===== src/rtl/fetch_stall_ctrl.sv =====
// Purpose : fetch-side PC and IF/ID register owner; applies hazard-unit stalls, EX branch flushes, saturating perf counters.
// Latency : fetch-to-decode 1 cycle; a redirect puts the target in IF/ID 2 cycles after branch_taken.
// Backpressure: pc_write / ifid_write = 0 hold PC / IF/ID independently; branch_taken overrides any stall.
//
// Ports:
//   clk, rst                       pipeline clock, synchronous active-high reset
//   pc_write, ifid_write           hazard-unit write enables (0 = hold)
//   ctrl_hazard                    hazard-unit bubble request for ID/EX
//   branch_taken, branch_target    EX-stage redirect
//   imem_addr / imem_rdata         combinational instruction memory port
//   ifid_pc, ifid_instr, ifid_valid  decode-stage register
//   idex_bubble                    zero ID/EX control this cycle
//   hz_mismatch                    sticky flag: write enables disagreed
//   stall_cnt, flush_cnt           saturating performance counters
module fetch_stall_ctrl #(
  parameter int unsigned            XLEN     = 32,
  parameter logic [XLEN-1:0]        RESET_PC = '0,
  parameter int unsigned            CNT_W    = 32
) (
  input  logic             clk,
  input  logic             rst,
  input  logic             pc_write,
  input  logic             ifid_write,
  input  logic             ctrl_hazard,
  input  logic             branch_taken,
  input  logic [XLEN-1:0]  branch_target,
  output logic [XLEN-1:0]  imem_addr,
  input  logic [31:0]      imem_rdata,
  output logic [XLEN-1:0]  ifid_pc,
  output logic [31:0]      ifid_instr,
  output logic             ifid_valid,
  output logic             idex_bubble,
  output logic             hz_mismatch,
  output logic [CNT_W-1:0] stall_cnt,
  output logic [CNT_W-1:0] flush_cnt
);

  localparam logic [31:0] NOP_INSTR = 32'h0000_0013;

  logic [XLEN-1:0]  pc_q, pc_d;
  logic [XLEN-1:0]  ifid_pc_q, ifid_pc_d;
  logic [31:0]      ifid_instr_q, ifid_instr_d;
  logic             ifid_valid_q, ifid_valid_d;
  logic             hz_mismatch_q, hz_mismatch_d;
  logic [CNT_W-1:0] stall_cnt_q, stall_cnt_d;
  logic [CNT_W-1:0] flush_cnt_q, flush_cnt_d;

  // PC next state: redirect beats the stall enable. Addition wraps naturally.
  always_comb begin
    pc_d = pc_q;
    if (branch_taken) begin
      pc_d = branch_target;
    end else if (pc_write) begin
      pc_d = pc_q + XLEN'(4);
    end
  end

  // IF/ID next state: a redirect discards the (wrong-path) fetched word.
  always_comb begin
    ifid_pc_d    = ifid_pc_q;
    ifid_instr_d = ifid_instr_q;
    ifid_valid_d = ifid_valid_q;
    if (branch_taken) begin
      ifid_pc_d    = '0;
      ifid_instr_d = NOP_INSTR;
      ifid_valid_d = 1'b0;
    end else if (ifid_write) begin
      ifid_pc_d    = pc_q;
      ifid_instr_d = imem_rdata;
      ifid_valid_d = 1'b1;
    end
  end

  // Sticky enable-disagreement flag and saturating counters. A stall cycle
  // that coincides with a redirect is not a stall: that instruction is dead.
  always_comb begin
    hz_mismatch_d = hz_mismatch_q;
    if (!branch_taken && (pc_write != ifid_write)) begin
      hz_mismatch_d = 1'b1;
    end

    stall_cnt_d = stall_cnt_q;
    if (ctrl_hazard && !branch_taken && (stall_cnt_q != '1)) begin
      stall_cnt_d = stall_cnt_q + CNT_W'(1);
    end

    flush_cnt_d = flush_cnt_q;
    if (branch_taken && (flush_cnt_q != '1)) begin
      flush_cnt_d = flush_cnt_q + CNT_W'(1);
    end
  end

  always_ff @(posedge clk) begin
    if (rst) begin
      pc_q          <= RESET_PC;
      ifid_pc_q     <= '0;
      ifid_instr_q  <= NOP_INSTR;
      ifid_valid_q  <= 1'b0;
      hz_mismatch_q <= 1'b0;
      stall_cnt_q   <= '0;
      flush_cnt_q   <= '0;
    end else begin
      pc_q          <= pc_d;
      ifid_pc_q     <= ifid_pc_d;
      ifid_instr_q  <= ifid_instr_d;
      ifid_valid_q  <= ifid_valid_d;
      hz_mismatch_q <= hz_mismatch_d;
      stall_cnt_q   <= stall_cnt_d;
      flush_cnt_q   <= flush_cnt_d;
    end
  end

  assign imem_addr   = pc_q;
  // Bubble is suppressed during reset so ID/EX sees clean control.
  assign idex_bubble = !rst && (ctrl_hazard || branch_taken);
  assign ifid_pc     = ifid_pc_q;
  assign ifid_instr  = ifid_instr_q;
  assign ifid_valid  = ifid_valid_q;
  assign hz_mismatch = hz_mismatch_q;
  assign stall_cnt   = stall_cnt_q;
  assign flush_cnt   = flush_cnt_q;

endmodule


===== config.mk =====
export PLATFORM = sky130hd
export DESIGN_NAME = fetch_stall_ctrl
export DESIGN_NICKNAME = d
export VERILOG_FILES = /design/src/rtl/fetch_stall_ctrl.sv
export SDC_FILE = /design/constraint.sdc
export NUM_CORES = 1
export LEC_CHECK = 0
export BUFFER_PORTS_ARGS = -buffer_cell sky130_fd_sc_hd__buf_2
export CAP_MARGIN = 20
export CORE_UTILIZATION = 40
export CTS_CLUSTER_SIZE = 40
export DETAILED_ROUTE_END_ITERATION = 12
export PLACE_DENSITY_LB_ADDON = 0.05
export SYNTH_ARGS = -nofsm -noshare
export SYNTH_HDL_FRONTEND = slang
export SYNTH_SLANG_ARGS = --single-unit

===== constraint.sdc =====
create_clock -name clk -period 1.85 [get_ports clk]
set_input_delay 0.0925 -clock clk [delete_from_list [all_inputs] [get_ports clk]]
set_output_delay 0.0925 -clock clk [all_outputs]
set_load 0.01 [all_outputs]

==> flow_summary.json <==
{
  "ys.flop_type": "dfxtp_1",
  "place_congestion": 0.812,
  "synth-xor-area-share_pct": 5.18,
  "worstPathArrival_ps": 2120,
  "grt_pass1_vias": 6883,
  "synth_compound_area_share_pct": 10.1,
  "drtAntennaViolNets": 0,
  "cts_tree": "yes",
  "synth_edf_count": 0,
  "yosysWarnings": 0,
  "synth.distinct_cells": 50,
  "via_per_inst": 5.05,
  "final_util_pct": 64.6,
  "routed_wl_um": 21800,
  "cts-root-buf": "clkbuf_16",
  "finalSetupTns_ps": 0,
  "drt_iter0_drc": 357,
  "postSynthAreaPerCell_sq_um": 8.94,
  "antenna_cells": 0,
  "fin_crit_sh_pct": 98.7,
  "fmax_mhz": 548,
  "grt_max_degree": 63,
  "path_max_fanout": 4,
  "synth-simple-area-share_pct": 25.2,
  "grt_pass1_wl_um": 34100,
  "drc": 0,
  "cts_buffers": 17,
  "nNetsFinal": 1309,
  "rsz0062_at_grt": "yes",
  "leakagePower_uw": 0.00515,
  "syn2layout_area_growth_pct": 55.9,
  "die_h_um": 137,
  "setup_viol": 0,
  "vias": 7450,
  "netlist_instances": 813,
  "die_w_um": 137,
  "clock_sinks": 162,
  "ir_worst_vdd_mv": 0.641,
  "min_path_type": "primary input to register",
  "worst_slack_ps": 23.7,
  "syn_area_sq_um": 7270,
  "synth.area.mux_share_pct": 11.0,
  "cap_violations": 0,
  "hold_viol_final": 0,
  "grt_use_total_pct": 22.9,
  "maxSlewHeadroom_pct": 65.4,
  "required_ps": 2140,
  "synthAdderAreaFrac_pct": 0.516,
  "async_flop_share_pct": 0,
  "pre_cts_ws_ps": -22.9,
  "clk_pin_slew_ps": 80,
  "coreArea_sq_um": 17500,
  "synth-seq-cells": 162,
  "maxSlewViolCount": 0,
  "synth_top_family_by_area": "simple AND/OR/NAND/NOR gates",
  "outcome": "complete, no violations",
  "rows": 48,
  "worstSetupPathType": "register to register",
  "tightest_slew_ps": 520,
  "clock-skew-final_ps": 10.5,
  "clk_latency_ps": 430,
  "io_buffers": 232,
  "cts_buffer_depth": 2,
  "die_area_sq_um": 18700,
  "min_period_ps": 1830,
  "drive_gt1_share_pct": 41.1,
  "hpwl_um": 15000,
  "cp-start-kind": "register",
  "firstDrtPassIters": 5,
  "crit_path_end_kind": "register",
  "synth_fp_nets": 886,
  "grt-ovfl-total": 0,
  "pwr_density_cell_nw_per_um2": 713,
  "antenna_found_initial": 0,
  "routedWlPerCell_um": 14.8,
  "htreeDepth": 4,
  "ys_seq_area_share_pct": 44.6,
  "start_util_pct": 41.4,
  "ios": 233
}
==> Yosys cell counts (all sizes together) (15+ instances only) <==
master	count	share of area, %
clkbuf	29	1.5
nor2	134	7.0
nand3	25	1.8
or4	17	1.8
mux2i	69	9.5
a211oi	17	1.8
nand4	38	3.5
xor2	23	2.8
a21oi	49	3.4
nand2	43	2.2
buf	15	1.2
xnor2	20	2.4
dfxtp	162	45
o21ai	23	1.6
or3	22	2.0
==> final cells by class <==
cell class | count | area (sq um)
clock buffers | 17 | 425
clock inverters | 15 | 184
fillers | 1520 | 6200
inverters | 13 | 48.8
multi-input cells | 595 | 4040
flip-flops and latches | 162 | 3300
well taps | 225 | 282
repair buffers | 447 | 3050
==> what timing repair did <==
item / in CTS / in global routing
endpoints found under the hold margin: 64 / 0
pin swaps: 3 / 30
gates resized for setup: 3 / 62
buffers inserted: 1 / 12
hold buffers: 64 / 0
gates cloned: 0 / 1
setup endpoints to repair: 12 / 51
==> path summary, 6_finish.rpt <==
check / from / end / slack [ps] / cells past startpoint
setup / recovery: imem_addr[2] / imem_addr[24] / 20 / 6
setup reg to reg: imem_addr[2] / imem_addr[24] / 20 / 6
hold / removal: rst / stall_cnt[20] / 50 / 2
hold reg to reg: hz_mismatch / hz_mismatch / 470 / 2
==> layer usage <==
metal  up-vias  global-route usage (%)  part of all wire [%]
li1       3774                       -                     -
met1      3492                    30.2                    47
met2       157                    37.4                    48
met3        27                    4.33                   4.0
met4         0                    7.45                   1.6
met5         -                       0                     0
==> sequential cells by signal (all words and copies together) (netlist names) <==
signal	cells
flush_cnt	32
ifid_instr	32
ifid_pc	32
imem_addr	32
stall_cnt	32
hz_mismatch	1
ifid_valid	1
==> power breakdown <==
group	internal [uW]	switching, uW
Sequential	3570	66.1
Clock	1850	1770
Combinational	426	411
Total	5840	2250
==> cell families after synthesis <==
| family | count (synthesis) |
|---|---|
| compound gates | 122 |
| xor+xnor | 43 |
| fa+ha+maj | 3 |
| buf+inv | 57 |
| flops | 162 |
| mux | 78 |
| simple gates | 348 |
==> cells in the final DEF (no fill, tap or decap), types with 25 or more instances in the layout <==
| cell type | count |
|---|---|
| dlygate4sd3_1 | 64 |
| a21oi_1 | 44 |
| dfxtp_2 | 25 |
| buf_2 | 230 |
| buf_4 | 141 |
| nand4_1 | 35 |
| nand2_1 | 43 |
| dfxtp_1 | 129 |
| nor2_1 | 131 |
| mux2i_1 | 69 |
==> critical path: stages (launching register included) <==
cell and delay [ps]:
dfxtp_2 370, ha_2 200, and3_1 200, nand4_1 250, nor4_2 410, xnor2_1 170
a21oi_1 90
==> stage by stage <==
step	power [uW]	hold WS (ps)	instance area, sq um	std cells
6_report	8090	54.1	11300	1474
5_1_grt	8380	59.9	11300	1474
4_1_cts	8130	41.6	11000	1461
3_5_place_dp	4430	319	9740	1364
3_3_place_gp	4430	310	9740	1364
2_1_floorplan	4090	221	7360	813
Note: power is estimated with default switching activity, not from simulation.
